### config.mk
export PLATFORM = sky130hd
export DESIGN_NAME = game_pixel_gen
export DESIGN_NICKNAME = d
export VERILOG_FILES = /design/src/rtl/vga_game_pkg.sv /design/src/rtl/game_pixel_gen_ball_physics.sv /design/src/rtl/game_pixel_gen.sv
export SDC_FILE = /design/constraint.sdc
export NUM_CORES = 1
export LEC_CHECK = 0
export CORE_MARGIN = 4
export CORE_UTILIZATION = 25
export DETAILED_ROUTE_END_ITERATION = 10
export GPL_TIMING_DRIVEN = 0
export PLACE_DENSITY = 0.43
export SYNTH_ARGS = -nofsm -noshare
export SYNTH_HDL_FRONTEND = slang
export SYNTH_SLANG_ARGS = --single-unit
### constraint.sdc
create_clock -name clk_65M -period 5.2 [get_ports clk_65M]
set_input_delay 1.3 -clock clk_65M [delete_from_list [all_inputs] [get_ports clk_65M]]
set_output_delay 1.3 -clock clk_65M [all_outputs]
set_load 0.01 [all_outputs]
### src/rtl/vga_game_pkg.sv
// Shared constants and types for the 1024x768 paddle-and-ball game.
// Contents: raster timing constants, game geometry, colour constants and
// the game_state encoding (SERVE=00, PLAY=01, MISS=10).
package vga_game_pkg;

  localparam int unsigned HPIXELS = 1344;
  localparam int unsigned VLINES  = 806;

  typedef logic [10:0] coord_t;

  localparam coord_t H_OFS      = 11'd297;
  localparam coord_t V_OFS      = 11'd36;
  localparam coord_t H_ACT      = 11'd1023;
  localparam coord_t V_ACT      = 11'd767;
  localparam coord_t BALL_SIZE  = 11'd16;
  localparam coord_t PAD_W      = 11'd128;
  localparam coord_t PAD_H      = 11'd16;
  localparam coord_t PAD_Y      = 11'd720;
  localparam coord_t BALL_SPEED = 11'd4;
  localparam coord_t PAD_SPEED  = 11'd8;
  localparam coord_t BORDER_W   = 11'd4;

  localparam logic [7:0] MISS_FRAMES = 8'd60;

  localparam coord_t BALL_X0   = (H_ACT - BALL_SIZE) >> 1;
  localparam coord_t BALL_Y0   = 11'd64;
  localparam coord_t PAD_X_MAX = H_ACT - PAD_W;
  localparam coord_t PAD_X0    = PAD_X_MAX >> 1;

  localparam logic [11:0] COL_BLACK  = 12'h000;
  localparam logic [11:0] COL_WHITE  = 12'hFFF;
  localparam logic [11:0] COL_RED    = 12'hF00;
  localparam logic [11:0] COL_GREEN  = 12'h0F0;
  localparam logic [11:0] COL_BLUE   = 12'h00F;
  localparam logic [11:0] COL_YELLOW = 12'hFF0;

  typedef enum logic [1:0] {
    ST_SERVE = 2'b00,
    ST_PLAY  = 2'b01,
    ST_MISS  = 2'b10
  } game_state_e;

endpackage

### src/rtl/game_pixel_gen_ball_physics.sv
// ball_physics: game FSM, ball position/direction, score and miss counter.
// Ports: clk/clear (sync, active-high), frame_tick (once per frame),
// btn_any (either button), pad_x (paddle left edge), ball_x/ball_y,
// score (saturating hit count), state (SERVE/PLAY/MISS).
module ball_physics
  import vga_game_pkg::*;
(
  input  logic        clk,
  input  logic        clear,
  input  logic        frame_tick,
  input  logic        btn_any,
  input  coord_t      pad_x,
  output coord_t      ball_x,
  output coord_t      ball_y,
  output logic [7:0]  score,
  output game_state_e state
);

  game_state_e state_q, state_d;
  coord_t      ball_x_q, ball_x_d;
  coord_t      ball_y_q, ball_y_d;
  logic        dx_right_q, dx_right_d;
  logic        dy_down_q, dy_down_d;
  logic [7:0]  score_q, score_d;
  logic [7:0]  miss_cnt_q, miss_cnt_d;
  coord_t      bot_now, bot_next;
  logic        pad_overlap;

  always_comb begin
    state_d     = state_q;
    ball_x_d    = ball_x_q;
    ball_y_d    = ball_y_q;
    dx_right_d  = dx_right_q;
    dy_down_d   = dy_down_q;
    score_d     = score_q;
    miss_cnt_d  = miss_cnt_q;
    bot_now     = ball_y_q + BALL_SIZE;
    bot_next    = ball_y_q + BALL_SIZE + BALL_SPEED;
    pad_overlap = (ball_x_q + BALL_SIZE > pad_x) && (ball_x_q < pad_x + PAD_W);

    if (frame_tick) begin
      case (state_q)
        ST_SERVE: begin
          ball_x_d   = BALL_X0;
          ball_y_d   = BALL_Y0;
          dx_right_d = 1'b1;
          dy_down_d  = 1'b1;
          if (btn_any) state_d = ST_PLAY;
        end
        ST_PLAY: begin
          if (dx_right_q) begin
            if (ball_x_q + BALL_SIZE + BALL_SPEED > H_ACT) begin
              ball_x_d   = H_ACT - BALL_SIZE;
              dx_right_d = 1'b0;
            end else begin
              ball_x_d = ball_x_q + BALL_SPEED;
            end
          end else begin
            if (ball_x_q < BALL_SPEED) begin
              ball_x_d   = '0;
              dx_right_d = 1'b1;
            end else begin
              ball_x_d = ball_x_q - BALL_SPEED;
            end
          end

          if (!dy_down_q) begin
            if (ball_y_q < BALL_SPEED) begin
              ball_y_d  = '0;
              dy_down_d = 1'b1;
            end else begin
              ball_y_d = ball_y_q - BALL_SPEED;
            end
          end else if (bot_now <= PAD_Y && bot_next >= PAD_Y && pad_overlap) begin
            ball_y_d  = PAD_Y - BALL_SIZE;
            dy_down_d = 1'b0;
            if (score_q != 8'hFF) score_d = score_q + 8'd1;
          end else if (bot_next >= V_ACT) begin
            // Floor miss freezes the ball: discard the X step resolved above.
            state_d    = ST_MISS;
            score_d    = '0;
            miss_cnt_d = '0;
            ball_x_d   = ball_x_q;
            dx_right_d = dx_right_q;
          end else begin
            ball_y_d = ball_y_q + BALL_SPEED;
          end
        end
        ST_MISS: begin
          if (miss_cnt_q == MISS_FRAMES - 8'd1) begin
            state_d    = ST_SERVE;
            miss_cnt_d = '0;
            ball_x_d   = BALL_X0;
            ball_y_d   = BALL_Y0;
            dx_right_d = 1'b1;
            dy_down_d  = 1'b1;
          end else begin
            miss_cnt_d = miss_cnt_q + 8'd1;
          end
        end
        default: state_d = ST_SERVE;
      endcase
    end
  end

  always_ff @(posedge clk) begin
    if (clear) begin
      state_q    <= ST_SERVE;
      ball_x_q   <= BALL_X0;
      ball_y_q   <= BALL_Y0;
      dx_right_q <= 1'b1;
      dy_down_q  <= 1'b1;
      score_q    <= '0;
      miss_cnt_q <= '0;
    end else begin
      state_q    <= state_d;
      ball_x_q   <= ball_x_d;
      ball_y_q   <= ball_y_d;
      dx_right_q <= dx_right_d;
      dy_down_q  <= dy_down_d;
      score_q    <= score_d;
      miss_cnt_q <= miss_cnt_d;
    end
  end

  assign ball_x = ball_x_q;
  assign ball_y = ball_y_q;
  assign score  = score_q;
  assign state  = state_q;

endmodule

### src/rtl/game_pixel_gen.sv
// game_pixel_gen: paddle-and-ball game renderer behind a 1024x768@65MHz
// VGA timing generator. Holds the paddle, the pixel colour mux and the
// one-clock sync delay; ball/score/FSM live in ball_physics.
// Ports: clk_65M, clear (sync, active-high), H_count/V_count/Vid_on/
// H_sync/V_sync from the timing generator, btn_left/btn_right (level),
// RGB (registered 12-bit), H_sync_out/V_sync_out (1-clock delayed),
// score, game_state.
// Build option: define SCORE_BAR_EN to draw a yellow score bar.
module game_pixel_gen
  import vga_game_pkg::*;
(
  input  logic        clk_65M,
  input  logic        clear,
  input  logic [16:0] H_count,
  input  logic [16:0] V_count,
  input  logic        Vid_on,
  input  logic        H_sync,
  input  logic        V_sync,
  input  logic        btn_left,
  input  logic        btn_right,
  output logic [11:0] RGB,
  output logic        H_sync_out,
  output logic        V_sync_out,
  output logic [7:0]  score,
  output logic [1:0]  game_state
);

  logic        frame_tick;
  coord_t      pad_x_q, pad_x_d, pad_room;
  coord_t      ball_x, ball_y;
  game_state_e state;
  coord_t      px, py;
  logic        in_ball, in_pad, in_border;
  logic [11:0] rgb_q, rgb_d;
  logic        h_sync_q, v_sync_q;

  assign frame_tick = (H_count == 17'(HPIXELS - 1)) && (V_count == 17'(VLINES - 1));

  always_comb begin
    pad_room = PAD_X_MAX - pad_x_q;
    pad_x_d  = pad_x_q;
    if (frame_tick) begin
      if (btn_left && !btn_right) begin
        pad_x_d = pad_x_q - ((pad_x_q < PAD_SPEED) ? pad_x_q : PAD_SPEED);
      end else if (btn_right && !btn_left) begin
        pad_x_d = pad_x_q + ((pad_room < PAD_SPEED) ? pad_room : PAD_SPEED);
      end
    end
  end

  ball_physics u_phys (
    .clk        (clk_65M),
    .clear      (clear),
    .frame_tick (frame_tick),
    .btn_any    (btn_left | btn_right),
    .pad_x      (pad_x_q),
    .ball_x     (ball_x),
    .ball_y     (ball_y),
    .score      (score),
    .state      (state)
  );

  // Wrapping 11-bit subtraction: blanking positions map to large values.
  assign px = H_count[10:0] - H_OFS;
  assign py = V_count[10:0] - V_OFS;

  assign in_ball   = (px >= ball_x) && (px < ball_x + BALL_SIZE) &&
                     (py >= ball_y) && (py < ball_y + BALL_SIZE);
  assign in_pad    = (px >= pad_x_q) && (px < pad_x_q + PAD_W) &&
                     (py >= PAD_Y) && (py < PAD_Y + PAD_H);
  assign in_border = (px < BORDER_W) || (px >= H_ACT - BORDER_W) || (py < BORDER_W);

`ifdef SCORE_BAR_EN
  logic in_bar;
  assign in_bar = (py >= 11'd8) && (py < 11'd16) &&
                  ({1'b0, px} >= 12'd8) &&
                  ({1'b0, px} < 12'd8 + {2'b00, score, 2'b00});
`endif

  always_comb begin
    rgb_d = COL_BLACK;
    if (!Vid_on) begin
      rgb_d = COL_BLACK;
    end else if (in_ball) begin
      rgb_d = (state == ST_MISS) ? COL_RED : COL_WHITE;
`ifdef SCORE_BAR_EN
    end else if (in_bar) begin
      rgb_d = COL_YELLOW;
`endif
    end else if (in_pad) begin
      rgb_d = COL_GREEN;
    end else if (in_border) begin
      rgb_d = COL_BLUE;
    end
  end

  always_ff @(posedge clk_65M) begin
    if (clear) begin
      pad_x_q  <= PAD_X0;
      rgb_q    <= '0;
      h_sync_q <= 1'b1;
      v_sync_q <= 1'b1;
    end else begin
      pad_x_q  <= pad_x_d;
      rgb_q    <= rgb_d;
      h_sync_q <= H_sync;
      v_sync_q <= V_sync;
    end
  end

  assign RGB        = rgb_q;
  assign H_sync_out = h_sync_q;
  assign V_sync_out = v_sync_q;
  assign game_state = state;

endmodule

## Yosys cells after proc, flatten, opt, wreduce, memory -nomap -nowiden

Index checks and enable logic that the tools add are counted.

| cells by class | value |
|---|---|
| reductions and logical operators | 28 |
| add/sub/neg operators | 16 |
| mux-type cells | 47 |
| $lt $le $gt $ge | 21 |
| equality and inequality tests | 13 |
| bitwise logic cells | 2 |

Operators by type and width:

| kind | number |
|---|---|
| $mux W11 | 16 |
| $pmux W11 S3 | 2 |
| $mux W8 | 8 |
| $add A11 B3 Y11 const B | 4 |
| $ge A11 B10 Y1 const B | 4 |
| $lt A11 B11 Y1 | 4 |
| $lt A11 B3 Y1 const B | 4 |
| $ge A11 B11 Y1 | 3 |
| $add A11 B5 Y11 const B | 2 |
| $lt A11 B4 Y1 const B | 2 |
| $sub A11 B3 Y11 const B | 2 |
| $eq A17 B10 Y1 const B | 1 |
| $eq A17 B11 Y1 const B | 1 |
| $add A8 B1 Y8 const B | 2 |
| $pmux W8 S2 | 1 |
| $logic_and A1 B1 Y1 | 12 |
| $mux W12 | 1 |
| $add A11 B11 Y11 | 1 |
| $add A11 B8 Y11 const B | 1 |
| $gt A11 B10 Y1 const B | 1 |
| $gt A11 B11 Y1 | 1 |
| $le A11 B10 Y1 const B | 1 |
| $lt A11 B10 Y1 const B | 1 |
| $sub A10 B11 Y11 const A | 1 |
| other kinds (28) | 51 |

| storage, ports and cells | value |
|---|---|
| bits in registers | 67 |
| word-level logic and storage cells | 138 |

## Depth between registers and ports, before layout

| depth | value |
|---|---|
| word-level depth | 9 |
| gate-level depth with buffers | 19 |
| depth with buffers taken out | 18 |

## Cells and area by module

A second synthesis with hierarchy kept.

| second synthesis, totals | value |
|---|---|
| cell total of the unflattened synthesis | 936 |
| area, all modules | 7056.8 µm² |

Modules (own cells, without submodules):

| module | area each (µm²) | cells an instance | times used | seq. area each (µm²) |
|---|---|---|---|---|
| ball_physics | 3701.0 | 496 | 1 | 780.7 |
| game_pixel_gen | 3355.7 | 440 | 1 | 320.3 |

## Worst setup path before layout

OpenSTA, ideal clock, no wires.

| timing | value |
|---|---|
| kind | input to register |
| from | input btn_right |
| to | register pad_x_q[10] |
| slack | 0.918 ns |
| path buffers | 0 |
| arrival | 4.161 ns |
| stages on the path | 15 |
| path through | inv_1 > ha_1 > nand4_1 > a22oi_1 > ha_1 > inv_1 > fa_1 > a21o_1 > a21oi_1 > nand2b_1 > a21boi_0 > o41a_1 > a31oi_1 > mux2i_1 > mux2_2 |

| between the ends | value |
|---|---|
| word-level cells in the longest chain between the ends | 4 |

Ends and longest elaborated chain:

| item | RTL line | source |
|---|---|---|
| from (decl) | game_pixel_gen.sv:20 | `input logic btn_right,` |
| $logic_not A1 Y1 | game_pixel_gen.sv:43 | `if (btn_left && !btn_right) begin` |
| $logic_and A1 B1 Y1 | game_pixel_gen.sv:43 |  |
| $reduce_bool A2 Y1 (no line) | -- |  |
| $reduce_and A2 Y1 (no line) | -- |  |
| to (signal assigned) | game_pixel_gen.sv:104 | `pad_x_q <= pad_x_d;` |
| to (decl) | game_pixel_gen.sv:29 | `coord_t pad_x_q, pad_x_d, pad_room;` |

Parallel ways exist; a longest one is shown, timed or not.
A chain may end at the register's enable or synchronous reset.

## Worst setup path after layout

| timing | value |
|---|---|
| from | input btn_left |
| to | register pad_x_q[10] |

| between the ends | value |
|---|---|
| word-level cells in the longest chain between the ends | 4 |

Ends and longest elaborated chain:

| item | RTL line | source |
|---|---|---|
| from (decl) | game_pixel_gen.sv:19 | `input logic btn_left,` |
| $logic_not A1 Y1 | game_pixel_gen.sv:45 | `end else if (btn_right && !btn_left) begin` |
| $logic_and A1 B1 Y1 | game_pixel_gen.sv:45 |  |
| $reduce_bool A2 Y1 (no line) | -- |  |
| $reduce_and A2 Y1 (no line) | -- |  |

Parallel ways exist; a longest one is shown, timed or not.

==> out/results.txt <==
The die height is 173.1 um, and the largest net degree at the start of global routing is 18. Type of the worst min-delay path: register to register. Compared with the post-synthesis result, the final layout area differs by 18.45%.

Derived from the worst setup path, the maximum achievable clock frequency is 206.1 MHz. In this run the power density over the cells is 125.0 nW/um2. Count of nets after finishing: 1117. The kind of critical path is input pin to register. The clock reaches the later pin of the worst-skew pair after 300 ps. Share of cells above drive strength 1: 5.955%. The final count of pins violating max slew came out at 0.

The period utilization was 93.31%. The final critical path time including I/O delays and setup was 4852 ps; the number of instances in the synthesized netlist was 899. Setup repair after global routing left no endpoint under its margin.

Die boundary width: 173.1 um. The maximum clock path buffer count was 2. The run gives 2961 as the number of filler instances in the final layout. Detailed routing placed a total of 730 um of wire on met3. The number of global-route vias before repair was 6598.

The number of hold-slack violations in the final timing report is 0, and the portion of the post-synthesis area used by sequential elements is 16.16%. Post-CTS clock slew at the launch and capture registers of the worst setup and hold paths: 80 ps. TritonCTS built the clock tree. The number of placement rows was 60; the clock tree skew after final layout was 13.25 ps. The residual overflow from global routing is 0. Summed over all instances, the cell type with the most area after synthesis is ha_1.

The most used flip-flop cell after synthesis is dfxtp_1. The number of register bits inferred by synthesis was 55; the overall power consumption was 1.009 mW. The worst hold path passes through 2 cells. After detailed routing, the wire length on met1 is 11320 um.

In this run, the number of DRC markers left after iteration 0 of detailed routing was 340. After detailed routing, no signal wire sits above met4. Walking the worst path, the cells encountered are clkdlybuf4s50_1 > ha_1 > nand4_1 > a22oi_1 > ha_1 > inv_1 > fa_1 > a21o_1 > a21oi_1 > nand2b_1 > a21boi_0 > o41a_1 > a31oi_1 > mux2i_1 > mux2_2. The data required time at the worst endpoint came out at 5390 ps. Summed over all nets, wire length on met2 after detailed routing comes to 9916 um. The cell area after layout is 8073 um2. The number of antenna diodes in the final layout is 0. The total global routing track utilization is 14.41%, and the final weighted congestion in routability-driven placement is 0.8406. Measured in cells, the most critical reg-to-reg path has a length of 19. At the pin with the least slew margin, the transition time is 1354 ps.

Synthesis produced a netlist with a net count of 1043. Dividing the detail-routed wire length by the instance count gives 16.92 um. The initial antenna violation count is 0.

The mean post-synth cell area works out to 7.581 um2. The clock drives 55 sinks. The first global-routing pass estimated 35900 um of wire. In this run the standard cell core region covers 26880 um2. The tools report the worst slew slack as a fraction of its limit as 8.578%. Including well taps, the total number of placed cells is 1304. The netlist uses 76 different library cells. For this design the top-level I/O count stands at 65. The kind of capture point of the worst setup path was a register. The dominant cell by count in the synthesized netlist is ha_1. Yosys mapped a number of flops with a built-in enable equal to 0. For this block, the routed nets add up to 22250 um of wire. The area fraction of the dominant cell type after synthesis came out at 18.73%. The ratio of routed vias to standard cells came out at 5.192. The die covers 29970 um2.

After synthesis, the most frequently instantiated cells are ha_1, inv_1, nand2_1, nor2_1, dfxtp_1. The fraction of registers with async set/reset works out to 0%. Across all hold checks on the routed design, the worst slack comes to 506.0 ps. Biggest fanout along the worst timing path: 7. Before antenna repair, the detailed router went through 5 iterations.

The worst setup path is launched from an input pin. The logs give 18070 um for the HPWL after detailed placement and 0 for the final setup violation count. By area the synthesized netlist is led by ha_1, dfxtp_1, inv_1, a21oi_1, xnor2_1. For the maximum vdd drop, the log shows 111.1 uV. At the worst endpoint, the arrival time is 5040 ps. Input and output buffers added on the ports amount to 64. The tools report the cell at the root of the clock tree as clkbuf_16. In this run the cell area of the synthesized design comes to 6815 um2.

For the post-route non-filler standard cell count, the log shows 1315. Among the stages of the critical path, the cell type that occurs most often is ha_1. The Yosys step of the flow raised 0 warnings. The cell leakage power came out at 3.205 nW.

For the residual DRC count, the log shows 0. The run finished with clean final reports. On the worst path, the slowest cell contributes a delay of 490 ps.

The total via count in the routed design was 6827. The count of nets left with antenna violations once routing finished came out at 0. Clock tree synthesis inserted a total of 5 buffers. The tools report the initial cell density of the core as 25.36%. The clock tree synthesis step divided the H-tree into 2 levels.

The tool flagged a number of max-cap violations equal to 0. On the critical path, the stage with the largest delay is an instance of clkdlybuf4s50_1. In this run the cell area measured after placement is 7883 um2.
[state kept, by name, summed over array words and instances (netlist names), 2 cells and up]
name / cells
u_phys.state: 2
u_phys.score: 8
u_phys.miss_cnt_q: 8
pad_x_q: 11
u_phys.ball_x: 10
u_phys.ball_y: 9
RGB: 3
[worst max-delay path, delay by kind of cell]
| kind | cells | cell delay [ps] |
|---|---|---|
| AND/OR/NAND/NOR | 2 | 360 |
| AO/OA/AOI/OAI | 6 | 1320 |
| multiplexers | 2 | 560 |
| buffers and inverters | 2 | 550 |
| adder cells (fa/ha/maj) | 3 | 960 |
[per-layer routing]
layer | global-route usage [%] | up-vias
met4 | 2.927 | 0
met2 | 23.68 | 136
met5 | 0 | -
li1 | - | 3476
met3 | 1.399 | 16
met1 | 20.60 | 3199
[cells in the final DEF (no fill, tap or decap), types with 7 or more instances in the layout]
cell type,count
clkbuf_1,24
nor2_1,65
a21oi_1,53
and2_1,10
nand2_1,65
a21o_1,7
o21a_1,9
nor2b_1,7
a31oi_1,12
nand2b_1,18
nand4_1,23
nor4_1,18
xnor2_1,30
o31ai_1,8
nor3_1,30
mux2i_1,10
o211ai_1,18
or3_1,8
buf_4,16
ha_1,102
a211o_1,7
inv_1,74
o21ai_0,46
xor2_1,11
and3_1,9
clkdlybuf4s50_1,64
nand3_1,42
dfxtp_1,55
[logic make-up after synthesis]
logic type	share of synthesized area, %
DFF	16.16
xor gates and xnor gates	5.526
adders and majority gates	19.02
and+or+nand+nor	25.72
buffers and inverters	7.435
muxes	1.799
AOI/OAI and AO/OA	24.34
[cell type report]
type	instances	area [um2]	area share, %
clock buffers	5	125.1	1.550
inverters	74	277.8	3.441
flip-flops and latches	55	1101	13.64
plain buffers	42	229.0	2.836
clock inverters	3	18.77	0.2325
multi-input cells	728	5231	64.80
well taps	341	426.7	5.285
repair buffers	67	663.1	8.215
[what timing repair did]
item | CTS | global route
pin swaps | 0 | 2
resized for setup | 1 | 4
endpoints found under the setup margin | 1 | 3
hold buffers | 0 | 0
setup buffers | 0 | 3
[metrics by stage]
step                utilization, %  setup TNS [ps]  worst slack, ps
detailed placement           29.33          -509.7           -365.1
floorplan                        -               0            918.0
CTS                          29.89               0            11.59
finish                       30.04               0            348.1
global placement             29.33          -796.3           -463.6
global route                 30.04               0            42.32
[report_power, final]
part | leakage, nW | switching [mW] | internal (mW) | total (mW)
Sequential | 0.445 | 0.00307 | 0.424 | 0.427
Combinational | 2.69 | 0.119 | 0.104 | 0.224
Clock | 0.0740 | 0.178 | 0.180 | 0.358
[path summary, 6_finish.rpt]
path	startpoint	slack [ps]	end
min reg2reg	u_phys.score[5]	510	u_phys.score[5]
max reg2reg	pad_x_q[7]	450	pad_x_q[10]
min	u_phys.score[5]	510	u_phys.score[5]
max	btn_left	350	pad_x_q[10]
(Power assumes the default switching activity.)
